--- src/rtl/mac_sched_pkg.sv ---
// Shared types and protocol constants for the MAC frame scheduler.
// The block codes match the XGMII-style stream of the 64-bit frame generator.
package mac_sched_pkg;

    typedef enum logic [1:0] {
        ST_IDLE     = 2'd0,
        ST_LAUNCH   = 2'd1,
        ST_WAIT_EOF = 2'd2,
        ST_GAP      = 2'd3
    } state_t;

    localparam logic [7:0] TERMINATE_CODE = 8'hFD;
    localparam logic [7:0] START_CODE     = 8'hFB;
    localparam logic [7:0] STOP_DATA      = 8'h02;
    localparam logic [7:0] NO_INTR        = 8'h00;
    localparam logic [7:0] CTRL_TERM      = 8'h01;

    function automatic logic [7:0] clamp_gap(input logic [7:0] gap, input logic [7:0] min_gap);
        return (gap < min_gap) ? min_gap : gap;
    endfunction

endpackage

--- src/rtl/mac_eof_detector.sv ---
// Combinational end-of-frame match on the generator output: a TERMINATE block has only the
// lane-0 control bit set and 8'hFD in lane 0. A START block (8'hFB) never matches.
module mac_eof_detector
    import mac_sched_pkg::*;
#(
    parameter int DATA_WIDTH = 64,
    parameter int CTRL_WIDTH = DATA_WIDTH / 8
) (
    input  logic [DATA_WIDTH-1:0] tx_data,
    input  logic [CTRL_WIDTH-1:0] tx_ctrl,
    output logic                  eof
);

    // Only lane 0 carries the terminate code; the upper lanes are don't-care.
    logic unused_upper;
    assign unused_upper = ^tx_data[DATA_WIDTH-1:8];

    assign eof = (tx_ctrl == CTRL_WIDTH'(CTRL_TERM)) && (tx_data[7:0] == TERMINATE_CODE);

endmodule

--- src/rtl/mac_frame_scheduler.sv ---
// Sequences the 64-bit MAC frame generator: start pulses, inter-frame gap, per-frame interrupt
// selection, EOF confirmation and watchdog. Optional statistics ports under MAC_SCHED_STATS_EN.
module mac_frame_scheduler
    import mac_sched_pkg::*;
#(
    parameter int DATA_WIDTH     = 64,
    parameter int CTRL_WIDTH     = DATA_WIDTH / 8,
    parameter int CNT_WIDTH      = 16,
    parameter int MIN_GAP        = 1,
    parameter int TIMEOUT_CYCLES = 64
) (
    input  logic                  clk,
    input  logic                  i_rst_n,
    input  logic                  i_cfg_valid,
    output logic                  o_cfg_ready,
    input  logic [CNT_WIDTH-1:0]  i_cfg_frames,
    input  logic [7:0]            i_cfg_gap,
    input  logic [7:0]            i_cfg_intr_period,
    input  logic                  i_abort,
    input  logic [DATA_WIDTH-1:0] i_tx_data,
    input  logic [CTRL_WIDTH-1:0] i_tx_ctrl,
    output logic                  o_start,
    output logic [7:0]            o_interrupt,
    output logic                  o_busy,
    output logic                  o_done,
    output logic                  o_timeout,
    output logic [CNT_WIDTH-1:0]  o_frame_cnt
`ifdef MAC_SCHED_STATS_EN
    ,
    output logic [CNT_WIDTH-1:0]  o_intr_frame_cnt,
    output logic [CNT_WIDTH-1:0]  o_timeout_cnt
`endif
);

    localparam int                WD_W      = (TIMEOUT_CYCLES > 2) ? $clog2(TIMEOUT_CYCLES) : 1;
    localparam logic [WD_W-1:0]   WD_LAST   = WD_W'(TIMEOUT_CYCLES - 1);
    localparam logic [7:0]        MIN_GAP_B = 8'(MIN_GAP);

    function automatic logic [CNT_WIDTH-1:0] sat_inc(input logic [CNT_WIDTH-1:0] v);
        return (&v) ? v : v + 1'b1;
    endfunction

    state_t               state, state_nx;
    logic [CNT_WIDTH-1:0] frames_r;
    logic [7:0]           gap_r, period_r, phase_r, gap_cnt;
    logic [WD_W-1:0]      wd;
    logic                 eof;

    logic                 accept, eof_hit, expire, finish;
    logic [CNT_WIDTH-1:0] cnt_inc;
    logic [7:0]           launch_period, launch_phase;
    logic                 phase_hit;

    mac_eof_detector #(
        .DATA_WIDTH (DATA_WIDTH),
        .CTRL_WIDTH (CTRL_WIDTH)
    ) u_eof (
        .tx_data (i_tx_data),
        .tx_ctrl (i_tx_ctrl),
        .eof     (eof)
    );

    assign cnt_inc = sat_inc(o_frame_cnt);

    // The first launch of a run uses the config being accepted; later launches use the latched copy.
    assign launch_period = (state == ST_IDLE) ? i_cfg_intr_period : period_r;
    assign launch_phase  = (state == ST_IDLE) ? 8'd0 : phase_r;
    assign phase_hit     = (launch_period != 8'd0) &&
                           (({1'b0, launch_phase} + 9'd1) == {1'b0, launch_period});

    always_ff @(posedge clk or negedge i_rst_n) begin
        if (!i_rst_n) state <= ST_IDLE;
        else          state <= state_nx;
    end

    always_comb begin
        state_nx = state;
        accept   = 1'b0;
        eof_hit  = 1'b0;
        expire   = 1'b0;
        finish   = 1'b0;
        case (state)
            ST_IDLE: begin
                if (i_cfg_valid && o_cfg_ready) begin
                    accept   = 1'b1;
                    state_nx = ST_LAUNCH;
                end
            end
            ST_LAUNCH: state_nx = ST_WAIT_EOF;
            ST_WAIT_EOF: begin
                // EOF takes priority over a watchdog expiry in the same cycle.
                if (eof) begin
                    eof_hit = 1'b1;
                    if (i_abort || ((frames_r != '0) && (cnt_inc == frames_r))) begin
                        finish   = 1'b1;
                        state_nx = ST_IDLE;
                    end else begin
                        state_nx = ST_GAP;
                    end
                end else if (wd == WD_LAST) begin
                    expire   = 1'b1;
                    finish   = 1'b1;
                    state_nx = ST_IDLE;
                end
            end
            ST_GAP: begin
                if (i_abort) begin
                    finish   = 1'b1;
                    state_nx = ST_IDLE;
                end else if (gap_cnt <= 8'd1) begin
                    state_nx = ST_LAUNCH;
                end
            end
            default: state_nx = ST_IDLE;
        endcase
    end

    always_ff @(posedge clk or negedge i_rst_n) begin
        if (!i_rst_n) begin
            o_cfg_ready <= 1'b1;
            o_busy      <= 1'b0;
            o_start     <= 1'b0;
            o_done      <= 1'b0;
            o_timeout   <= 1'b0;
            o_interrupt <= NO_INTR;
            o_frame_cnt <= '0;
            frames_r    <= '0;
            gap_r       <= 8'd0;
            period_r    <= 8'd0;
            phase_r     <= 8'd0;
            gap_cnt     <= 8'd0;
            wd          <= '0;
        end else begin
            o_cfg_ready <= (state_nx == ST_IDLE);
            o_busy      <= (state_nx != ST_IDLE);
            o_start     <= (state_nx == ST_LAUNCH);
            o_done      <= finish;
            o_timeout   <= expire;

            if (accept) begin
                frames_r    <= i_cfg_frames;
                gap_r       <= clamp_gap(i_cfg_gap, MIN_GAP_B);
                period_r    <= i_cfg_intr_period;
                o_frame_cnt <= '0;
            end else if (eof_hit) begin
                o_frame_cnt <= cnt_inc;
            end

            if (state_nx == ST_LAUNCH) begin
                o_interrupt <= phase_hit ? STOP_DATA : NO_INTR;
                phase_r     <= phase_hit ? 8'd0 : launch_phase + 8'd1;
            end else if (eof_hit || expire) begin
                o_interrupt <= NO_INTR;
            end

            if (eof_hit)               gap_cnt <= gap_r;
            else if (state == ST_GAP)  gap_cnt <= gap_cnt - 8'd1;

            // Watchdog is zero during the launch cycle and counts every cycle after it.
            if (state_nx == ST_LAUNCH)                              wd <= '0;
            else if ((state == ST_LAUNCH) || (state == ST_WAIT_EOF)) wd <= wd + 1'b1;
        end
    end

`ifdef MAC_SCHED_STATS_EN
    always_ff @(posedge clk or negedge i_rst_n) begin
        if (!i_rst_n) begin
            o_intr_frame_cnt <= '0;
            o_timeout_cnt    <= '0;
        end else begin
            if (accept)                                     o_intr_frame_cnt <= '0;
            else if (eof_hit && (o_interrupt == STOP_DATA)) o_intr_frame_cnt <= sat_inc(o_intr_frame_cnt);
            // Sticky across runs; only reset clears it.
            if (expire) o_timeout_cnt <= sat_inc(o_timeout_cnt);
        end
    end
`endif

endmodule
--- config.mk ---
export PLATFORM = sky130hd
export DESIGN_NAME = mac_frame_scheduler
export DESIGN_NICKNAME = d
export VERILOG_FILES = /design/src/rtl/mac_sched_pkg.sv /design/src/rtl/mac_eof_detector.sv /design/src/rtl/mac_frame_scheduler.sv
export SDC_FILE = /design/constraint.sdc
export NUM_CORES = 1
export LEC_CHECK = 0
export ABC_AREA = 1
export CORE_UTILIZATION = 45
export CTS_BUF_LIST = sky130_fd_sc_hd__clkbuf_4
export DETAILED_ROUTE_END_ITERATION = 16
export GPL_TIMING_DRIVEN = 0
export PLACE_DENSITY = 0.86
export SLEW_MARGIN = 5
export SYNTH_ARGS = -nofsm -noshare
export SYNTH_HDL_FRONTEND = slang
export SYNTH_SLANG_ARGS = --single-unit
--- constraint.sdc ---
create_clock -name clk -period 2.55 [get_ports clk]
set_input_delay 0.51 -clock clk [delete_from_list [all_inputs] [get_ports clk]]
set_output_delay 0.51 -clock clk [all_outputs]
set_load 0.02 [all_outputs]
# Yosys cells after proc, flatten, opt, wreduce, memory -nomap -nowiden
# Index checks and enable logic that the tools add are counted.
[word_totals]
memories = 0
mem_bits_ro = 0
latch_bits = 0
mem_bits_rw = 0
in_bits = 108
reg_bits = 85
[classes]
order_cmp = 2
muxes = 32
addsub = 5
n_reduce_logical = 17
div_mod_pow = 0
bitwise_logic = 0
eq_ne = 9
mul = 0
shifts = 0
[op_table]
columns = ["cell", "n"]
rows = [
  ["$mux 8", 8],
  ["$mux 16", 3],
  ["$add 16x1->16 const B", 1],
  ["$eq 16x16->1", 1],
  ["$reduce_and 16->1", 1],
  ["$reduce_bool 16->1", 1],
  ["$mux 2", 7],
  ["$mux 6", 2],
  ["$mux 1", 10],
  ["$reduce_bool 2->1", 5],
  ["$add 8x1->9 const B", 1],
  ["$eq 9x8->1", 1],
  ["$add 8x1->8 const B", 1],
  ["$eq 8x1->1 const B", 1],
  ["$eq 8x8->1 const B", 1],
  ["$le 8x1->1 const B", 1],
  ["$lt 8x1->1 const B", 1],
  ["$pmux 2 s4", 1],
  ["$reduce_bool 8->1", 1],
  ["$sub 8x1->8 const B", 1],
  ["$add 6x1->6 const B", 1],
  ["$eq 6x6->1 const B", 1],
  ["$eq 2x1->1 const B", 2],
  ["$eq 2x2->1 const B", 2],
  ["other kinds (4)", 10],
]

# Logic depth before layout (Yosys ltp)
# Gate-level depths: netlist of run 1.
[depth]
ltp_word = 10
ltp_mapped = 25
depth_no_buf = 24

# Cells and area by module
# Synthesis of run 1 repeated with hierarchy kept, for this count alone.
[unflattened]
cells_unflattened = 651
hier_area_um2 = 4782.1
[by_module_without_submodules]
columns = ["module", "seq_area_each_um2", "cells_per_inst", "area_per_inst_um2", "n_inst"]
rows = [
  ["mac_frame_scheduler", 1953.1, 628, 4695.8, 1],
  ["mac_eof_detector", 0.0, 23, 86.3, 1],
]

# Worst setup path before layout of run 1
# Ideal clock, no wire load.
[synth_path]
path_kind = "register to register"
startpoint = "reg state[1]"
endpoint = "reg phase_r[3]"
setup_time_ns = 0.119
arrival_ns = 2.678
path_stages_with_launch = 17
slack_ns = -0.247
cell_sequence = "dfrtp_1 > inv_1 > ha_1 > clkbuf_1 > clkbuf_1 > nor2_1 > ha_1 > inv_1 > nor2_1 > inv_1 > o21ai_0 > nand2_1 > xnor2_1 > a2111oi_0 > nand3_1 > nand3_1 > o21ai_2"
[synth_between]
elab_chain_cells = 6
word_cells_on_any_way = 19
[synth_lines]
columns = ["item", "line_no", "rtl"]
rows = [
  ["start: declaration", "mac_frame_scheduler.sv:43", "state_t state, state_nx;"],
  ["start signal: assignment", "mac_frame_scheduler.sv:73", "else state <= state_nx;"],
  ["$logic_not 2->1", "mac_frame_scheduler.sv:66, mac_frame_scheduler.sv:67, mac_frame_scheduler.sv:82", ""],
  ["$mux 8", "mac_frame_scheduler.sv:67", "assign launch_phase = (state == ST_IDLE) ? 8'd0 : phase_r;"],
  ["$add 8x1->9", "mac_frame_scheduler.sv:69", "(({1'b0, launch_phase} + 9'd1) == {1'b0, launch_period});"],
  ["$eq 9x8->1", "mac_frame_scheduler.sv:69", ""],
  ["$logic_and 1x1->1", "mac_frame_scheduler.sv:68", "assign phase_hit = (launch_period != 8'd0) &&"],
  ["$mux 8", "mac_frame_scheduler.sv:151", "phase_r <= phase_hit ? 8'd0 : launch_phase + 8'd1;"],
  ["end signal: assignment", "mac_frame_scheduler.sv:151", ""],
  ["end: declaration", "mac_frame_scheduler.sv:45", "logic [7:0] gap_r, period_r, phase_r, gap_cnt;"],
]
# Several ways; a longest one is shown, not always the timed one.
# A chain may end at the register's enable or synchronous reset.

# Worst setup path in the final report of run 1
[layout_path]
startpoint = "reg o_frame_cnt[5]"
endpoint = "reg phase_r[4]"
[layout_between]
elab_chain_cells = 9
word_cells_on_any_way = 10
[layout_lines]
columns = ["item", "line_no", "rtl"]
rows = [
  ["start: declaration", "mac_frame_scheduler.sv:27", "output logic [CNT_WIDTH-1:0] o_frame_cnt"],
  ["start signal: assignment", "mac_frame_scheduler.sv:146", "o_frame_cnt <= cnt_inc;"],
  ["$add 16x1->16 / $reduce_and 16->1 (equally long branches)", "mac_frame_scheduler.sv:40", "return (&v) ? v : v + 1'b1;"],
  ["$mux 16 (*)", "mac_frame_scheduler.sv:40", ""],
  ["$eq 16x16->1 (*)", "mac_frame_scheduler.sv:94", "if (i_abort || ((frames_r != '0) && (cnt_inc == frames_r))) begin"],
  ["$logic_and 1x1->1 (*)", "mac_frame_scheduler.sv:94", ""],
  ["$logic_or 1x1->1 (*)", "mac_frame_scheduler.sv:94", ""],
  ["$mux 2 (*)", "mac_frame_scheduler.sv:94", ""],
  ["$mux 2 (*)", "mac_frame_scheduler.sv:92", "if (eof) begin"],
  ["$pmux 2 s4 (*)", "mac_frame_scheduler.sv:82", "case (state)"],
  ["$eq 2x1->1 (*)", "mac_frame_scheduler.sv:149", "if (state_nx == ST_LAUNCH) begin"],
]
# Every way passes the cells marked *; elsewhere a longest branch is shown, timed or not.

==> impl_metrics.csv, run 1 <==
group,metric,value,unit
outcome,status,"finished with violations",
outcome,violations,"negative setup slack",
pwr,power_density,791.5,nW/um^2
grt,grt_overflow,0,
setup_path,end_kind,"flop",
clock_network,cts_made_buffers,9,
cells_and_area,fin_area,6470,sq um
setup_path,rr_startpoint,"o_frame_cnt[5]",
setup_path,startpoint,"o_frame_cnt[5]",
timing,worst_pin_slew,0.5393,ns
clock_network,clock_latency,0.42,ns
place,portBuffers,73,
drt,vias_per_cell,5.396,
clock_network,cts_max_path_buffers,2,
setup_path,critPathArrivalTime,3.24,ns
synthesis,synth_edf_count,0,
floorplan,initial_core_util,0.4632,
timing,period_needed,2.917,ns
grt,track_usage,0.2452,
pwr,power,5.121,mW
cells_and_area,diodes,0,
drt,drtIter0Drc,446,
clock_network,cts-htree-levels,3,
cells_and_area,layout_commonest_cell,"nand2_1",
setup_path,startpoint_type,"flop",
drt,post_drt_wl_per_cell,15.23,microns
pwr,p_leak,3.151,nW
timing,fin_crit_sh,1.144,
grt,antenna_found_initial,0,
run,maxCapViolations,0,
timing,finClkSkew,0.01846,ns
synthesis,ys_ff_latch,78,
floorplan,core_region_area,10320,sq um
pwr,irDropWorstVdd,0.6917,mV
floorplan,die_width,105.1,microns
floorplan,ios,137,
drt,ant_nets,0,
setup_path,r2r_cells,22,
drt,drc,0,
floorplan,die-area,11040,sq um
timing,rsz0062_at_grt,"true",
synthesis,ys_types,41,
clock_network,cts_sinks,78,
place,placed_area,5789,sq um
timing,hold_viol_final,0,
floorplan,die_h,105.1,microns
cells_and_area,utilization,0.6267,
place,dpl.hpwl,8.927,mm
cells_and_area,syn_to_final_growth,35.30,%
grt,grt_start_max_net_pins,44,
cells_and_area,final_cell_mix,"nand2_1 (143), inv_1 (93), clkdlybuf4s50_1 (72)",
clock_network,cts.clk_slew.worst_paths,0.14,ns
synthesis,async_flop_share,1.000,
timing,setup_slack,-0.3672,ns
cells_and_area,fin_nets,889,
place,gp_congestion,0.8842,
worst_hold_path,hold_path.class,"in -> async",
drt,num_vias,4932,
timing,slew_viol_final,0,
clock_network,ctsRootBufferMaster,"clkbuf_4",
setup_path,critPathKind,"reg -> reg",
setup_path,r2r-end,"phase_r[4]",
setup_path,r2r_slack,-0.37,ns
synthesis,syn_avg_cell_area,7.437,sq um
synthesis,postSynthCellCount,643,
setup_path,cp.required,2.87,ns
grt,grt_pass1_wl,21.64,mm
cells_and_area,drive_above_1_share,0.1928,
synthesis,synth-seq-area-share,0.4084,
synthesis,netlist_area,4782,sq um
setup_path,endpoint,"phase_r[4]",
drt,drt-pass1-iter-count,7,
setup_path,cp_max_fo,6,
floorplan,core.rowCount,37,
synthesis,yosysWarnings,0,
timing,fmax,342.8,MHz
synthesis,synth-main-ff-cell,"dfrtp_1",
timing,setup_viol,20,
timing,maxSlewHeadroom,0.6372,
grt,grt_pass1_vias,4640,
clock_network,cts_tree,"done",
drt,drt-total-wl,13.92,mm
[stage by stage]
step | hold slack, ns | cells | setup TNS (ns) | worst slack [ns]
2_1_floorplan | 0.2144 | 649 | -0.4074 | -0.05632
3_3_place_gp | 0.4559 | 858 | -148.95 | -2.110
3_5_place_dp | 0.4582 | 859 | -8.211 | -0.3753
4_1_cts | 0.03430 | 903 | -1.477 | -0.1372
5_1_grt | 0.04309 | 914 | -7.450 | -0.4418
6_report | 0.03671 | 914 | -5.846 | -0.3672
[area by class of cell]
class	instances	area, sq um
fillers	814	3854
multi-input cells	449	2542
flip-flops and latches	78	1964
repair buffers	113	1094
inverters	98	370.4
plain buffers	24	172.7
well taps	136	170.2
clock inverters	7	88.84
clock buffers	9	67.56
[cell usage after synthesis, drive strengths merged, types with 2 or more instances]
| cell | instances | area share |
|---|---|---|
| and2 | 2 | 0.0026 |
| nand4 | 14 | 0.018 |
| o221ai | 4 | 0.0073 |
| xnor2 | 5 | 0.0092 |
| inv | 98 | 0.077 |
| o22ai | 4 | 0.0052 |
| buf | 13 | 0.020 |
| nand2 | 165 | 0.14 |
| nand3 | 60 | 0.063 |
| a21oi | 24 | 0.027 |
| clkbuf | 11 | 0.0086 |
| mux2 | 4 | 0.0094 |
| xor2 | 15 | 0.027 |
| nor2 | 62 | 0.057 |
| nor3 | 7 | 0.0073 |
| dfrtp | 77 | 0.40 |
| nor4 | 14 | 0.018 |
| ha | 8 | 0.021 |
| o21ai | 44 | 0.052 |
[worst min-delay path by stage]
stage	from	to	slack (ns)
floorplan	i_rst_n	frames_r[0]	0.21
global placement	gap_r[1]	gap_r[1]	0.46
detailed placement	gap_r[1]	gap_r[1]	0.46
CTS	i_rst_n	o_busy	0.03
global route	i_rst_n	wd[1]	0.04
finish	i_rst_n	wd[0]	0.04
[flip-flops by register name, summed over array words and instances, names as in the netlist]
| register | flops |
|---|---|
| state | 2 |
| gap_cnt | 8 |
| o_start | 1 |
| gap_r | 8 |
| phase_r | 8 |
| o_frame_cnt | 16 |
| wd | 6 |
| period_r | 8 |
| frames_r | 16 |
| o_timeout | 1 |
| o_done | 1 |
| o_cfg_ready | 1 |
| o_busy | 1 |
| o_interrupt | 1 |
[where the power goes]
group	leakage, nW	switching [mW]	internal [mW]	total [mW]
registers	0.955	0.241	1.63	1.87
logic	2.12	1.36	1.05	2.41
clock network	0.0810	0.445	0.391	0.837
[critical path: stages (launching register included)]
cell and delay, ns:
dfrtp_2 0.46, nand2_1 0.19, inv_1 0.14, nand2_1 0.08, nor2_1 0.22, nand2_1 0.10
nand2_1 0.11, nand2_1 0.09, nand2_1 0.07, nand2_1 0.05, nor2_2 0.09, nand2_1 0.05
nor2_1 0.16, nand3_1 0.15, nand2_1 0.10, nand2_2 0.07, nand2_2 0.06, nand2_2 0.06
a21oi_4 0.16, nand2_4 0.14, buf_12 0.16, nand2_2 0.05, o21ai_2 0.05
[metal layers]
| metal | track usage | wire length (microns) | vias up |
|---|---|---|---|
| met4 | 0.1177 | 624 | 0 |
| li1 | - | - | 2324 |
| met5 | 0 | 0 | - |
| met2 | 0.4059 | 6752 | 271 |
| met1 | 0.3125 | 5430 | 2267 |
| met3 | 0.03993 | 1115 | 70 |
[cell families (layout without fill, tap and decap cells)]
kind of cell	count (synthesis)	count (layout)	synth area share
xor+xnor	21	21	0.04134
other cells	1	7	0.0007842
compound gates	83	83	0.1047
buf+inv	122	251	0.1060
flops	78	78	0.4084
simple gates	325	325	0.3064
fa+ha+maj	8	8	0.02093
mux	5	5	0.01151
[timing repair]
item	CTS	global route
setup endpoints to repair	18	23
pin swaps	15	20
hold buffers	0	0
buffers inserted	26	10
gates cloned	2	1
resized for setup	35	27
(Power assumes the default switching activity.)
==> run 2, diff against run 1 <==
Settings changed: RECOVER_POWER set to 50.
==> run 2 against run 1 <==
Net effect: clock power up 0.6%; clock skew down 0.0015 ns; the run ends with max-capacitance violations, max-slew violations, negative setup slack left; largest power group unchanged; routed wire length down 0.96%; via count up 0.36%; count of clock-buffer cells in the layout unchanged.
==> impl_metrics.csv, run 2 (same netlist as run 1, synthesis figures left out) <==
group,metric,value,unit
clock_network,cts-htree-levels,3,
setup_path,rr_startpoint,"o_frame_cnt[5]",
setup_path,r2r_cells,22,
cells_and_area,fin_nets,889,
grt,track_usage,0.2452,
setup_path,r2r-end,"phase_r[6]",
setup_path,critPathArrivalTime,3.21,ns
timing,worst_pin_slew,1.915,ns
pwr,p_leak,3.142,nW
setup_path,cp_max_fo,6,
cells_and_area,top_regs,"frames_r: 16 flops, o_frame_cnt: 16 flops",
timing,finClkSkew,0.01700,ns
clock_network,cts_made_buffers,9,
pwr,switching_share,0.4006,
clock_network,ctsRootBufferMaster,"clkbuf_4",
floorplan,die-area,11040,sq um
pwr,p_int,3.068,mW
timing,fmax,345.8,MHz
timing,hold_viol_final,0,
worst_hold_path,whs_path_depth,2,
cells_and_area,final_cell_mix,"nand2_1 (143), inv_1 (93), clkdlybuf4s50_1 (72)",
floorplan,die_h,105.1,microns
pwr,irDropWorstVdd,0.6915,mV
timing,fin_crit_sh,1.134,
drt,drt-pass1-iter-count,6,
timing,setup_viol,20,
clock_network,cts.clk_slew.worst_paths,0.12,ns
setup_path,end_kind,"flop",
timing,rsz0062_at_grt,"true",
drt,num_vias,4950,
pwr,power_density,793.0,nW/um^2
clock_network,cts_max_path_buffers,2,
place,dp_cells,859,
clock_network,cts_tree,"done",
grt,antenna_found_initial,0,
pwr,pwr-share-clk,0.164,
drt,post_drt_wl_per_cell,15.09,microns
drt,drt-total-wl,13.79,mm
cells_and_area,drive_above_1_share,0.1915,
floorplan,initial_core_util,0.4632,
drt,vias_per_cell,5.416,
floorplan,ios,137,
setup_path,r2r_slack,-0.34,ns
outcome,violations,"max-capacitance violations, max-slew violations, negative setup slack",
place,gp_congestion,0.8842,
cells_and_area,final-instance-count-excl-fill,914,
cells_and_area,syn_to_final_growth,34.96,%
timing,period_needed,2.892,ns
cells_and_area,diodes,0,
drt,ant_nets,0,
drt,drtIter0Drc,467,
floorplan,core.rowCount,37,
setup_path,critPathKind,"reg -> reg",
grt,grt_overflow,0,
timing,setup_slack,-0.3420,ns
worst_hold_path,min_to,"gap_r[1]",
worst_hold_path,hp-start,"gap_r[1]",
drt,drc,0,
run,maxCapViolations,1,
clock_network,cts_sinks,78,
pwr,p_seq_frac,0.365,
pwr,combPwrFrac,0.471,
timing,tns,-5.374,ns
worst_hold_path,hold_path.class,"reg -> reg",
place,dpl.hpwl,8.927,mm
timing,maxSlewHeadroom,-0.2764,
setup_path,cp.required,2.87,ns
floorplan,die_width,105.1,microns
grt,grt_pass1_vias,4640,
outcome,status,"finished with violations",
pwr,power,5.118,mW
floorplan,core_region_area,10320,sq um
grt,grt_start_max_net_pins,44,
cells_and_area,layout_commonest_cell,"nand2_1",
pwr,p_switching,2.050,mW
place,portBuffers,73,
grt,grt_pass1_wl,21.64,mm
setup_path,startpoint_type,"flop",
timing,slew_viol_final,37,
clock_network,clock_latency,0.42,ns
==> run 2: changes by cell type in the layout (fill, tap and decap cells not counted), sizes merged <==
| cell | change |
|---|---|
| buf | -2 |
| clkbuf | +2 |
==> run 2: metrics by stage <==
stage	setup WS, ns	hold WS, ns	util	cell area, sq um
after global placement	-2.110	0.4559	0.5591	5772
after detailed placement	-0.3753	0.4582	0.5608	5789
after CTS	-0.1372	0.03430	0.6097	6295
after global routing	-0.4418	0.5183	0.6251	6454
after floorplan	-0.05632	0.2144	-	4871
final	-0.3420	0.4828	0.6251	6454
==> run 2: worst max-delay path by stage <==
stage | from | slack [ns] | endpoint
finish | o_frame_cnt[5] | -0.34 | phase_r[6]
global route | o_frame_cnt[6] | -0.44 | o_interrupt[1]
CTS | o_frame_cnt[1] | -0.14 | phase_r[6]
detailed placement | state[1] | -0.38 | phase_r[4]
global placement | i_rst_n | -2.11 | state[1]
floorplan | state[1] | -0.06 | phase_r[3]
==> run 2: final cells by class <==
class,instances,area [sq um]
plain buffers,24,172.7
flip-flops and latches,78,1964
clock inverters,7,88.84
fillers,815,3870
multi-input cells,449,2542
well taps,136,170.2
repair buffers,113,1077
clock buffers,9,67.56
inverters,98,370.4
==> run 2: repair_timing <==
action,4_1_cts,5_1_grt
setup endpoints to repair,18,23
setup buffers,26,10
pin swaps,15,20
cloned,2,1
hold buffers,0,0
resized for setup,35,27
==> run 2: per-layer routing <==
layer,track usage,vias up,share of wire
li1,-,2326,-
met1,0.3125,2262,0.39
met2,0.4059,288,0.48
met3,0.03993,74,0.083
met4,0.1177,0,0.046
met5,0,-,0
==> run 2: worst max-delay path, stage by stage (launching register included) <==
cell and delay [ns]:
dfrtp_2 0.46, nand2_1 0.18, inv_1 0.14, nand2_1 0.08, nor2_1 0.22, nand2_1 0.10, nand2_1 0.12, nand2_1 0.09
nand2_1 0.07, nand2_1 0.05, nor2_2 0.09, nand2_1 0.05, nor2_1 0.14, nand3_1 0.15, nand2_1 0.10, nand2_2 0.07
nand2_2 0.06, nand2_2 0.06, a21oi_4 0.16, nand2_4 0.14, buf_8 0.17, nand2_4 0.05, o21ai_2 0.04
==> run 2: power groups by stage <==
stage          clock network, mW  registers [mW]  logic (mW)
3_3_place_gp                   0            1.88        2.01
4_1_cts                    0.844            1.86        2.31
3_5_place_dp                   0            1.90        2.05
6_report                   0.842            1.87        2.41
5_1_grt                    0.908            1.92        2.67
2_1_floorplan                  0            1.88        1.51
==> run 3, diff against run 2 <==
Settings changed: CORE_UTILIZATION 45 to 50, PLACE_DENSITY 0.86 to 0.9.
Clock period 2.55 ns to 3.45 ns, I/O delays scaled along.
==> run 3 against run 2 <==
Net effect: the run ends with max-capacitance violations, max-slew violations left; clock skew decreased by 0.0063 ns; count of clock-buffer cells in the layout increased by 1; first-iteration DRC count decreased by 35%; setup slack improved by 0.53 ns; routed wire length decreased by 12%.
==> impl_metrics.csv, run 3 (same netlist as run 1, synthesis figures left out) <==
group,metric,value,unit
run,maxCapViolations,1,
cells_and_area,diodes,0,
pwr,p_int,2.061,mW
pwr,p_seq_frac,0.399,
outcome,violations,"max-capacitance violations, max-slew violations",
outcome,status,"finished with violations",
cells_and_area,fin_area,5868,sq um
clock_network,clock_latency,0.44,ns
floorplan,ios,137,
pwr,irDropWorstVdd,0.4490,mV
setup_path,startpoint_type,"flop",
place,pre_cts_ws,0.1582,ns
setup_path,path_common_cell,"inv_1",
drt,vias_per_cell,5.344,
pwr,combPwrFrac,0.420,
setup_path,slowest_stage,"dfrtp_1",
grt,grt_overflow,0,
setup_path,end_kind,"flop",
drt,ant_nets,0,
clock_network,ctsRootBufferMaster,"clkbuf_4",
cells_and_area,top_regs,"frames_r: 16 flops, o_frame_cnt: 16 flops",
timing,setup_viol,0,
pwr,power_density,592.5,nW/um^2
timing,worst_pin_slew,1.570,ns
pwr,switching_share,0.4071,
cells_and_area,syn_to_final_growth,22.71,%
cells_and_area,final_cell_mix,"nand2_1 (153), inv_1 (96), dfrtp_1 (76)",
timing,maxSlewHeadroom,-0.04688,
timing,hold_viol_final,0,
pwr,power,3.477,mW
timing,period_needed,3.259,ns
floorplan,core.rowCount,35,
clock_network,cts_tree,"done",
cells_and_area,num-fill-cells,799,
cells_and_area,drive_above_1_share,0.08514,
cells_and_area,utilization,0.6351,
timing,fmax,306.9,MHz
grt,antenna_found_initial,0,
pwr,p_leak,2.890,nW
place,placed_area,5722,sq um
clock_network,cts-htree-levels,3,
setup_path,worstPathCellList,"inv_1, ha_1, clkbuf_1, clkbuf_1, nor2_2, ha_1, inv_1, nor2_1, inv_1, o21ai_0, nand2_1, xnor2_1, a2111oi_0, nand3_1, buf_4, nand3_1, o21ai_2",
floorplan,initial_core_util,0.5175,
timing,finClkSkew,0.01069,ns
drt,drt-pass1-iter-count,5,
drt,num_vias,4644,
floorplan,die_width,99.80,microns
drt,post_drt_wl_per_cell,13.92,microns
clock_network,cts.clk_slew.worst_paths,0.13,ns
timing,slew_viol_final,65,
clock_network,cts.hold.buffers_added,0,
cells_and_area,fin_nets,851,
floorplan,die-area,9959,sq um
cells_and_area,regArea,1954,sq um
floorplan,core_region_area,9240,sq um
pwr,p_switching,1.415,mW
grt,grt_pass1_wl,20.44,mm
clock_network,cts_max_path_buffers,2,
pwr,pwr-share-clk,0.181,
clock_network,cts_sinks,78,
place,dpl.hpwl,9.347,mm
place,gp_congestion,0.9084,
cells_and_area,layout_commonest_cell,"nand2_1",
clock_network,cts_made_buffers,9,
drt,drtIter0Drc,302,
floorplan,die_h,99.80,microns
setup_path,critPathKind,"reg -> reg",
grt,grt_pass1_vias,4453,
drt,drc,0,
cells_and_area,multi_input_area,2347,sq um
setup_path,cp_slowest_stage_delay,0.41,ns
drt,drt-total-wl,12.10,mm
worst_hold_path,hold_path.class,"in -> async",
grt,grt_start_max_net_pins,65,
setup_path,cp.required,3.78,ns
setup_path,critPathArrivalTime,3.59,ns
place,portBuffers,73,
timing,fin_crit_sh,0.9446,
setup_path,cp_max_fo,10,
timing,tns,0,ns
grt,track_usage,0.2595,
setup_path,r2r_slack,0.19,ns
timing,setup_slack,0.1912,ns
## run 3: cell count changes in the layout (fill, tap and decap cells not counted), moves of 4 or more
cell             change
clkdlybuf4s50_1      -9
nor2_4               -7
nor2_1              +12
nand2_1             +10
nand3_1              +5
dlygate4sd3_1        +9
buf_4               -29
nand3_2              -4
dfrtp_1              +8
nor2_2               -5
o21ai_0              +4
buf_6                -5
dfrtp_2              -8
nand2_2              -7
## run 3: timing repair
item,in CTS,in global routing
gates resized for setup,0,2
buffers inserted,0,1
setup endpoints to repair,0,9
## run 3: final cells by class
cell class | count | share of cell area
multi-input cells | 449 | 0.4000
flip-flops and latches | 78 | 0.3330
repair buffers | 75 | 0.1256
inverters | 98 | 0.06269
well taps | 129 | 0.02751
plain buffers | 24 | 0.02367
clock inverters | 6 | 0.01471
clock buffers | 10 | 0.01279
## run 3: power by group through the flow
stage / clock (mW) / combinational, mW / sequential, mW
final: 0.628 / 1.46 / 1.39
after global routing: 0.676 / 1.66 / 1.43
after CTS: 0.634 / 1.46 / 1.39
after detailed placement: 0 / 1.46 / 1.40
after global placement: 0 / 1.38 / 1.39
after floorplan: 0 / 1.04 / 1.39
## run 3: worst paths after layout
kind,cells past startpoint,startpoint,end
setup / recovery,17,state[0],phase_r[4]
hold / removal,1,i_rst_n,o_frame_cnt[7]
setup reg to reg,17,state[0],phase_r[4]
hold reg to reg,2,phase_r[5],phase_r[5]
max in group asynchronous,2,i_rst_n,state[1]
min in group clk,2,phase_r[5],phase_r[5]
## run 3: worst max-delay path: cells and delay by family (launching register included)
kind	cells	cell delay, ns
adders and majority gates	2	0.38
DFF	1	0.41
and+or+nand+nor	5	0.71
AOI/OAI and AO/OA	3	0.65
xor gates and xnor gates	1	0.14
buffers and inverters	6	0.86
## run 3: per-stage QoR
step / hold slack, ns / cells
final: 0.3024 / 869
after detailed placement: 0.4738 / 852
after floorplan: 0.3944 / 649
after global routing: 0.3669 / 869
after CTS: 0.08614 / 868
after global placement: 0.4580 / 851
## run 3: routing by layer
metal | share of wire | track usage
met1 | 0.42 | 0.3365
met4 | 0.027 | 0.1222
met2 | 0.49 | 0.4292
met5 | 0 | 0
met3 | 0.057 | 0.03830
